### config.mk
export PLATFORM = sky130hd
export DESIGN_NAME = sensor_reg_bank
export DESIGN_NICKNAME = d
export VERILOG_FILES = /design/src/rtl/sensor_reg_pkg.sv /design/src/rtl/bus_access_fsm.sv /design/src/rtl/sensor_reg_bank.sv
export SDC_FILE = /design/constraint.sdc
export NUM_CORES = 1
export LEC_CHECK = 0
export ABC_AREA = 1
export BUFFER_PORTS_ARGS = -buffer_cell sky130_fd_sc_hd__buf_2
export CELL_PAD_IN_SITES_DETAIL_PLACEMENT = 0
export CELL_PAD_IN_SITES_GLOBAL_PLACEMENT = 1
export CORE_MARGIN = 10
export CORE_UTILIZATION = 40
export CTS_CLUSTER_DIAMETER = 200
export DETAILED_ROUTE_END_ITERATION = 12
export HOLD_SLACK_MARGIN = 0.02
export PLACE_DENSITY = 0.82
export SYNTH_ARGS = -nofsm -noshare
export SYNTH_HDL_FRONTEND = slang
export SYNTH_SLANG_ARGS = --single-unit
### constraint.sdc
create_clock -name clk -period 1.7 [get_ports clk]
set_input_delay 0.34 -clock clk [delete_from_list [all_inputs] [get_ports clk]]
set_output_delay 0.34 -clock clk [all_outputs]
set_load 0.02 [all_outputs]
### src/rtl/sensor_reg_pkg.sv
// Shared types, constants and address-map helpers for the sensor register bank.
package sensor_reg_pkg;

    localparam int unsigned ADDR_W = 24;
    localparam int unsigned DATA_W = 32;
    localparam int unsigned BE_W   = 4;

    localparam logic [DATA_W-1:0] RESET_DATA    = 32'hFEE1DEAD;
    localparam logic [DATA_W-1:0] UNMAPPED_DATA = 32'h0BADADD0;

    typedef enum logic {
        ST_IDLE = 1'b0,
        ST_DONE = 1'b1
    } bus_state_e;

    typedef struct packed {
        logic [ADDR_W-1:0] addr;
        logic [DATA_W-1:0] data;
        logic [BE_W-1:0]   be;
    } bus_req_t;

    function automatic logic [ADDR_W-1:0] sensor_addr(input int unsigned i);
        return ADDR_W'(4 * i);
    endfunction

    function automatic logic [ADDR_W-1:0] led_addr(input int unsigned num_sensors,
                                                   input int unsigned j);
        return ADDR_W'(4 * (num_sensors + j));
    endfunction

    function automatic logic [ADDR_W-1:0] status_addr(input int unsigned num_sensors,
                                                      input int unsigned num_leds);
        return ADDR_W'(4 * (num_sensors + num_leds));
    endfunction

    function automatic logic [ADDR_W-1:0] irq_mask_addr(input int unsigned num_sensors,
                                                        input int unsigned num_leds);
        return ADDR_W'(4 * (num_sensors + num_leds + 1));
    endfunction

    // Replace only the byte lanes whose enable is set.
    function automatic logic [DATA_W-1:0] byte_merge(input logic [DATA_W-1:0] cur,
                                                     input logic [DATA_W-1:0] wdata,
                                                     input logic [BE_W-1:0]   lanes);
        logic [DATA_W-1:0] r;
        r = cur;
        for (int k = 0; k < 4; k++) begin
            if (lanes[k]) r[8*k +: 8] = wdata[8*k +: 8];
        end
        return r;
    endfunction

endpackage

### src/rtl/bus_access_fsm.sv
// Bus handshake FSM: qualifies exactly one read or write per IDLE->DONE transition.
module bus_access_fsm
    import sensor_reg_pkg::*;
(
    input  logic clk,
    input  logic rst_n,
    input  logic as,
    input  logic rs_n,
    input  logic ws_n,
    output logic rd_go,
    output logic wr_go
);

    bus_state_e state;
    logic       start;

    // Pulses fire in the cycle that ends in the IDLE->DONE edge; read wins a tie.
    assign start = (state == ST_IDLE) && as && (!rs_n || !ws_n);
    assign rd_go = start && !rs_n;
    assign wr_go = start && rs_n && !ws_n;

    always_ff @(posedge clk or negedge rst_n) begin
        if (!rst_n) begin
            state <= ST_IDLE;
        end else begin
            case (state)
                ST_IDLE: if (start) state <= ST_DONE;
                ST_DONE: if (!as)   state <= ST_IDLE;
            endcase
        end
    end

endmodule

### src/rtl/sensor_reg_bank.sv
// Memory-mapped bank of sensor capture registers, LED control registers and a sticky STATUS.
// Optional SENSOR_IRQ_EN adds an IRQ_MASK register and a registered irq output.
module sensor_reg_bank
    import sensor_reg_pkg::*;
#(
    parameter int unsigned NUM_SENSORS = 7,
    parameter int unsigned NUM_LEDS    = 3
) (
    input  logic                      clk,
    input  logic                      rst_n,
    input  logic [23:0]               address,
    input  logic [31:0]               data_in,
    output logic [31:0]               data_out,
    input  logic                      ws_n,
    input  logic                      rs_n,
    input  logic [3:0]                be,
    input  logic                      as,
    input  logic [32*NUM_SENSORS-1:0] sensor_data,
    input  logic [NUM_SENSORS-1:0]    sensor_valid,
    output logic [32*NUM_LEDS-1:0]    led_out
`ifdef SENSOR_IRQ_EN
    ,
    output logic                      irq
`endif
);

    bus_req_t               req;
    logic                   rd_go;
    logic                   wr_go;
    logic [31:0]            rd_data_c;
    logic                   status_hit_c;
    logic [NUM_SENSORS-1:0] status_d;
    logic [NUM_SENSORS-1:0] status_q;
    logic [31:0]            sensor_q [NUM_SENSORS];
    logic [31:0]            led_q    [NUM_LEDS];
`ifdef SENSOR_IRQ_EN
    logic [31:0]            irq_mask_q;
`endif

    assign req = '{addr: address, data: data_in, be: be};

    bus_access_fsm u_fsm (
        .clk   (clk),
        .rst_n (rst_n),
        .as    (as),
        .rs_n  (rs_n),
        .ws_n  (ws_n),
        .rd_go (rd_go),
        .wr_go (wr_go)
    );

    // Read mux: full-address compare, so misaligned addresses fall through to UNMAPPED_DATA.
    always_comb begin
        rd_data_c = UNMAPPED_DATA;
        for (int unsigned i = 0; i < NUM_SENSORS; i++) begin
            if (req.addr == sensor_addr(i)) rd_data_c = sensor_q[i];
        end
        for (int unsigned j = 0; j < NUM_LEDS; j++) begin
            if (req.addr == led_addr(NUM_SENSORS, j)) rd_data_c = led_q[j];
        end
        if (req.addr == status_addr(NUM_SENSORS, NUM_LEDS)) rd_data_c = 32'(status_q);
`ifdef SENSOR_IRQ_EN
        if (req.addr == irq_mask_addr(NUM_SENSORS, NUM_LEDS)) rd_data_c = irq_mask_q;
`endif
    end

    // Read-to-clear, with a same-edge capture taking priority.
    assign status_hit_c = (req.addr == status_addr(NUM_SENSORS, NUM_LEDS));
    assign status_d     = ((rd_go && status_hit_c) ? '0 : status_q) | sensor_valid;

    always_ff @(posedge clk or negedge rst_n) begin
        if (!rst_n) begin
            data_out <= RESET_DATA;
            status_q <= '0;
        end else begin
            if (rd_go) data_out <= rd_data_c;
            status_q <= status_d;
        end
    end

    always_ff @(posedge clk or negedge rst_n) begin
        if (!rst_n) begin
            for (int unsigned i = 0; i < NUM_SENSORS; i++) sensor_q[i] <= '0;
        end else begin
            for (int unsigned i = 0; i < NUM_SENSORS; i++) begin
                if (sensor_valid[i]) sensor_q[i] <= sensor_data[32*i +: 32];
            end
        end
    end

    always_ff @(posedge clk or negedge rst_n) begin
        if (!rst_n) begin
            for (int unsigned j = 0; j < NUM_LEDS; j++) led_q[j] <= '0;
        end else if (wr_go) begin
            for (int unsigned j = 0; j < NUM_LEDS; j++) begin
                if (req.addr == led_addr(NUM_SENSORS, j))
                    led_q[j] <= byte_merge(led_q[j], req.data, req.be);
            end
        end
    end

    for (genvar j = 0; j < NUM_LEDS; j++) begin : g_led
        assign led_out[32*j +: 32] = led_q[j];
    end

`ifdef SENSOR_IRQ_EN
    // irq follows the registered STATUS, so it lags STATUS by one cycle.
    always_ff @(posedge clk or negedge rst_n) begin
        if (!rst_n) begin
            irq_mask_q <= '0;
            irq        <= 1'b0;
        end else begin
            if (wr_go && (req.addr == irq_mask_addr(NUM_SENSORS, NUM_LEDS)))
                irq_mask_q <= byte_merge(irq_mask_q, req.data, req.be);
            irq <= |(status_q & irq_mask_q[NUM_SENSORS-1:0]);
        end
    end
`endif

endmodule

==> out/metrics.cfg, run 1 <==
[logic_synthesis]
synth_mux_area_share_pct = 8.62
synth_seq_cells = 360
synth-simple-area-share_pct = 21.3
synth_area_per_cell_um2 = 8.99
syn_nets = 2113
yosysTopAreaCell = dfrtp_1
synthAdderAreaFrac_pct = 0
synth_top_family_by_area = simple AND/OR/NAND/NOR gates
synthesis.instances = 1817
synth_compound_area_share_pct = 7.99
yosysUniqueCellTypes = 38
synthXorXnorAreaFrac_pct = 0
yosys-top-cells-area = dfrtp_1 52%, nand2_1 11%, mux2_2 8.6%
synth_area_um2 = 16300
synth_top_area_share_pct = 51.8
ys_seq_area_share_pct = 55.3
ys_warn_count = 0

[worst_setup_path]
reg2reg_slack_ns = 0.08
cp.required_ns = 2.14
path_cells = buf_2 -> nor2_4 -> buf_4 -> nand2_2 -> buf_4 -> nor4_4 -> buf_12 -> nand2_1 -> nand4_1 -> nor2_2 -> nand4_1 -> nand2_1
r2r_end = data_out[4]
critical_path_class = in2reg
critical_path_arrival_ns = 2.12
critPathMaxFanout = 17
r2r-start = u_fsm.state
startpoint_type = input port
reg2reg_depth = 10
crit_path_top_delay_cell = nor4_4
worst_setup_path_end_kind = flip-flop
slowest_delay_ns = 0.31

[power_and_ir_drop]
p_sw_mw = 4.98
finalPower_mw = 20.2
swShare_pct = 24.7
combPwrFrac_pct = 11.1
power.share.clock_pct = 41.9
p_int_mw = 15.2
p_leak_nw = 11.9
peakVddDrop_mv = 0.639
seq_power_share_pct = 47.0
powerDensity_nw_per_um2 = 855

[layout]
layout-drive-gt1-share_pct = 34.4
fin_nets = 2823
final_area_um2 = 23600
fin_util_pct = 58.9
syn2layout_area_growth_pct = 44.5
final_cells = 3087

[timing]
hold_viol_final = 0
fin_crit_ns = 1.69
rsz0062_at_grt = true
finalClockSkew_ns = 0.0168
fmaxAchievable_ghz = 0.593
tightest_slew_ns = 0.504
drv_slew = 0
timing.final.crit_share_pct = 99.2
relSlewSlack_pct = 66.4
setup_slack_ns = 0.0137
hold_ws_ns = 0.0319
setup_tns_ns = 0
setup_violations = 0

[global_routing]
grt_pass1_vias = 16065
grt.busiest_layer = met2
grt_pass1_wl_um = 95900
grt_max_degree = 71
gr-usage-met3_pct = 6.33
antenna_found_initial = 6
grt_overflow_total = 0
grt_use_met1_pct = 33.2
grtUsageTotal_pct = 24.7
met2_usage_pct = 38.5

[floorplan]
core_um2 = 40100
core.rowCount = 73
die_h_um = 222
initial_core_util_pct = 40.7
dieArea_um2 = 49300
die_x_um = 222
ios = 424

[min_path]
whs_endpoint = sensor_q[77]
hold_depth = 3
hold_path_class = in2reg
min_from = sensor_data[141]

[clock_tree]
cts_tree = done
clock_path_buffers = 3
htree_levels = 2
cts_buffers = 40
path_clk_slew_ns = 0.06
clockRootBuffer = clkbuf_16
numClockSinks = 360
clkLatencyLatePin_ns = 0.56

[status]
outcome = finished clean

[routing]
drc = 0
first_pass_iters = 5
routed_wl_um = 62500
vias = 15435
routed_via_density = 5.00
wl_per_cell_um = 20.3
drt-initial-drc-count = 1316
ant_nets = 0

[placement]
postPlaceCellArea_um2 = 20400
hpwl_um = 46700
numPortBuffers = 423
dpl.cell_count = 2831
post-place-ws_ns = -0.813
gp_congestion = 0.913

[run]
maxCapViolations = 0

## registers in the layout (all words and copies together), names as in the netlist
signal and flops:
status_q 7, led_out 96, sensor_q 224, u_fsm.state 1, data_out 32
## power by group through the flow
| stage | Clock [mW] | Sequential, mW | Combinational (mW) |
|---|---|---|---|
| after floorplan | 0 | 9.62 | 0.816 |
| after global placement | 0 | 9.60 | 1.88 |
| after detailed placement | 0 | 9.62 | 1.93 |
| after CTS | 8.59 | 9.48 | 2.24 |
| after global routing | 8.96 | 9.55 | 2.48 |
| final | 8.45 | 9.49 | 2.25 |
## cells in the final DEF, fill, tap and decap left out, types with 12 or more instances in the layout
| cell type | count |
|---|---|
| dfstp_2 | 22 |
| inv_1 | 183 |
| nand2_2 | 12 |
| nor2_1 | 157 |
| o21ai_1 | 41 |
| clkbuf_16 | 42 |
| nand4_1 | 57 |
| clkbuf_1 | 12 |
| dfrtp_1 | 338 |
| buf_2 | 422 |
| buf_12 | 36 |
| nor2_4 | 15 |
| nand3_1 | 37 |
| a21oi_1 | 29 |
| nor2_2 | 21 |
| buf_4 | 115 |
| mux2_2 | 125 |
| nand2_1 | 461 |
| o21ai_0 | 155 |
| dlygate4sd3_1 | 166 |
## cells in the mapped netlist (all sizes together)
cell	n
nor3b	1
nand3	42
mux2	125
nor3	10
nor2	195
nand2	480
buf	30
or2	11
o21bai	2
nand3b	1
inv	199
dfrtp	338
dfstp	22
nor4	5
a21o	5
nand4	57
o21ai	197
a21oi	29
clkbuf	49
o211ai	7
clkinv	1
o22ai	11
## per-layer routing
| layer | wire length, um | share of wire (%) |
|---|---|---|
| met2 | 28500 | 46 |
| met5 | 13 | 0.021 |
| met3 | 5060 | 8.1 |
| met1 | 27200 | 43 |
| met4 | 1710 | 2.7 |
## worst max-delay path, delay by kind of cell
kind                   cells  cell delay (ns)
buffers and inverters      4             0.65
AND/OR/NAND/NOR            8             1.11
## final cells by class
cell class | count | area [um^2]
Sequential cell | 360 | 9040
Inverter | 200 | 778
Timing Repair Buffer | 747 | 5470
Tap cell | 525 | 657
Fill cell | 3497 | 16500
Multi-Input combinational cell | 1178 | 6390
Antenna cell | 7 | 17.5
Clock buffer | 61 | 1180
Clock inverter | 9 | 76.3
## worst max-delay path by stage
stage / from / end / slack [ns] / depth (start not counted)
3_3_place_gp: address[8] / data_out[14] / -0.76 / 16
3_5_place_dp: address[10] / data_out[14] / -0.81 / 16
4_1_cts: address[1] / data_out[9] / 0.003 / 13
5_1_grt: address[2] / data_out[9] / -0.06 / 15
6_report: address[0] / data_out[24] / 0.01 / 12
2_1_floorplan: address[8] / data_out[17] / -0.009 / 14
## timing repair
action / 4_1_cts / 5_1_grt
pin swaps: 1 / 17
cloned: 0 / 1
resized for setup: 3 / 41
hold buffers: 166 / 0
endpoints found under the setup margin: 2 / 85
endpoints found under the hold margin: 204 / 0
buffers inserted: 0 / 12
## kinds of logic after synthesis
group	count (synthesis)
compound gates	251
buf+inv	279
flops	360
mux	125
simple gates	802
No activity file was read; power rests on OpenSTA's default activity.
==> run 2: changes to the inputs <==
--- a/config.mk
+++ b/config.mk
@@ -15,6 +15,7 @@
 export DETAILED_ROUTE_END_ITERATION = 12
 export HOLD_SLACK_MARGIN = 0.02
 export PLACE_DENSITY = 0.82
+export REMOVE_ABC_BUFFERS = 1
 export SYNTH_ARGS = -nofsm -noshare
 export SYNTH_HDL_FRONTEND = slang
 export SYNTH_SLANG_ARGS = --single-unit
==> run 2 against run 1 <==
  * Die area unchanged
  * Non-clock buffer count down 51
  * Sequential power about the same
  * Global-route usage down 0.33 points
  * Utilization down 1.3 points
  * Largest power group unchanged
  * Design area down 2.2%
  * Maximum frequency up 3.2%
  * Wire length down 1.4%
  * Critical endpoint is now data_out[30]
==> out/metrics.cfg, run 2 (synthesis results as in run 1) <==
[floorplan]
ios = 424  ; unchanged
initial_core_util_pct = 40.7  ; unchanged
core_um2 = 40100  ; unchanged
die_h_um = 222  ; unchanged
dieArea_um2 = 49300  ; unchanged
core.rowCount = 73  ; unchanged
die_x_um = 222  ; unchanged

[timing]
tightest_slew_ns = 0.542  ; was 0.504 ns
hold_viol_final = 0  ; unchanged
fmaxAchievable_ghz = 0.612  ; was 0.593 GHz
rsz0062_at_grt = true  ; unchanged
drv_slew = 0  ; unchanged
finalClockSkew_ns = 0.0167  ; was 0.0168 ns
fin_crit_ns = 1.63  ; was 1.69 ns
timing.final.crit_share_pct = 96.1  ; was 99.2%
setup_violations = 0  ; unchanged
relSlewSlack_pct = 63.9  ; was 66.4%

[min_path]
hold_path_class = in2reg  ; unchanged
hold_depth = 2  ; was 3

[layout]
syn2layout_area_growth_pct = 41.3  ; was 44.5%
final_cell_mix = 465 x nand2_1, 422 x buf_2, 338 x dfrtp_1  ; was 461 x nand2_1, 422 x buf_2, 338 x dfrtp_1
final_common_cell = nand2_1  ; unchanged
fin_nets = 2773  ; was 2823
layout-drive-gt1-share_pct = 33.5  ; was 34.4%
top_register = sensor_q  ; unchanged
largest_reg_flops = 224  ; unchanged
fillCellCount = 3522  ; was 3497
fin_util_pct = 57.6  ; was 58.9%
final_cells = 3035  ; was 3087

[clock_tree]
clock_path_buffers = 3  ; unchanged
clkLatencyLatePin_ns = 0.56  ; about the same
path_clk_slew_ns = 0.06  ; about the same
clockRootBuffer = clkbuf_16  ; unchanged
cts_tree = done  ; unchanged
cts_buffers = 41  ; was 40
numClockSinks = 360  ; unchanged
htree_levels = 2  ; unchanged

[worst_setup_path]
path_depth = 1  ; was 12
critical_path_class = reg2out  ; was in2reg
path_buf_inv = 1  ; was 4
critPathMaxFanout = 2  ; was 17
reg2reg_slack_ns = 0.12  ; was 0.08 ns
path_cells = buf_2  ; was buf_2 -> nor2_4 -> buf_4 -> nand2_2 -> buf_4 -> nor4_4 -> buf_12 -> nand2_1 -> nand4_1 -> nor2_2 -> nand4_1 -> nand2_1
reg2reg_depth = 10  ; unchanged
startpoint_type = flip-flop  ; was input port
critical_path_arrival_ns = 1.29  ; was 2.12 ns
worst_setup_path_end_kind = primary output  ; was flip-flop
slowest_delay_ns = 0.57  ; was 0.31 ns
crit_path_top_delay_cell = dfstp_2  ; was nor4_4
cp.required_ns = 1.36  ; was 2.14 ns
crit_family = flip-flops  ; was simple AND/OR/NAND/NOR gates

[global_routing]
grt_overflow_total = 0  ; unchanged
grtUsageTotal_pct = 24.4  ; was 24.7%
grt_max_degree = 78  ; was 71
antenna_found_initial = 5  ; was 6
grt_pass1_wl_um = 94900  ; was 95900 um
grt_pass1_vias = 16138  ; was 16065

[routing]
dr_wl_met2_um = 28500  ; about the same
ant_nets = 0  ; unchanged
routed_wl_um = 61700  ; was 62500 um
wl_per_cell_um = 20.3  ; about the same
routed_via_density = 5.04  ; was 5.00
wl_met1_um = 26600  ; was 27200 um
drt-initial-drc-count = 1303  ; was 1316
highest_layer = met4  ; was met5
vias = 15292  ; was 15435
dr_wl_met3_um = 4160  ; was 5060 um
first_pass_iters = 7  ; was 5
drc = 0  ; unchanged

[placement]
gp_congestion = 0.917  ; was 0.913
numPortBuffers = 423  ; unchanged
hpwl_um = 46200  ; was 46700 um
dpl.cell_count = 2808  ; was 2831

[power_and_ir_drop]
peakVddDrop_mv = 0.652  ; was 0.639 mV
p_leak_nw = 11.7  ; was 11.9 nW
p_int_mw = 15.6  ; was 15.2 mW
swShare_pct = 24.3  ; was 24.7%
power.share.clock_pct = 43.3  ; was 41.9%
combPwrFrac_pct = 10.6  ; was 11.1%
p_sw_mw = 5.00  ; was 4.98 mW
seq_power_share_pct = 46.1  ; was 47.0%
powerDensity_nw_per_um2 = 891  ; was 855 nW/um^2
finalPower_mw = 20.6  ; was 20.2 mW

[run]
maxCapViolations = 0  ; unchanged

[status]
outcome = finished clean  ; unchanged

-- run 2: what timing repair did --
action | in CTS | in global routing
hold endpoints to repair | 315 | 0
hold buffers | 148 | 0
endpoints found under the setup margin | 0 | 77
setup buffers | 0 | 2
resized for setup | 0 | 38
-- run 2: metal layers --
metal,GRT usage [%],vias up
met5,0,-
met3,5.09,135
met2,38.3,579
met4,10.5,0
li1,-,7151
met1,32.0,7427
-- run 2: power by group through the flow --
stage | logic (mW) | registers, mW | clock network [mW]
finish | 2.18 | 9.48 | 8.91
global route | 2.40 | 9.54 | 9.40
CTS | 2.18 | 9.47 | 9.04
detailed placement | 1.89 | 9.61 | 0
global placement | 1.86 | 9.60 | 0
floorplan | 0.708 | 9.62 | 0
-- run 2: stage by stage --
step                TNS [ns]  hold slack (ns)  area (um^2)  worst slack, ns
global route         -0.0480           0.0200        23100          -0.0165
finish                     0           0.0303        23100           0.0666
global placement      -43.00            0.205        20100           -0.546
floorplan             -32.33           0.0444        16000           -0.652
CTS                        0           0.0205        22900           0.0333
detailed placement    -47.91            0.208        20100           -0.548
-- run 2: final timing paths --
| kind | startpoint | to |
|---|---|---|
| max in group asynchronous | rst_n | sensor_q[215] |
| worst min-delay path | sensor_data[107] | sensor_q[107] |
| worst min register to register | data_out[21] | data_out[21] |
| worst max register to register | u_fsm.state | data_out[24] |
| min in group asynchronous | rst_n | u_fsm.state |
| worst max-delay path | data_out[30] | data_out[30] |
-- run 2: layout make-up --
| cell class | instances | area, um^2 | share of cell area (%) |
|---|---|---|---|
| Multi-Input combinational cell | 1178 | 6330 | 27.4 |
| Clock buffer | 59 | 1160 | 5.04 |
| Sequential cell | 360 | 9040 | 39.1 |
| Tap cell | 525 | 657 | 2.84 |
| Clock inverter | 12 | 160 | 0.694 |
| Antenna cell | 5 | 12.5 | 0.0542 |
| Timing Repair Buffer | 696 | 4970 | 21.5 |
| Inverter | 200 | 763 | 3.31 |
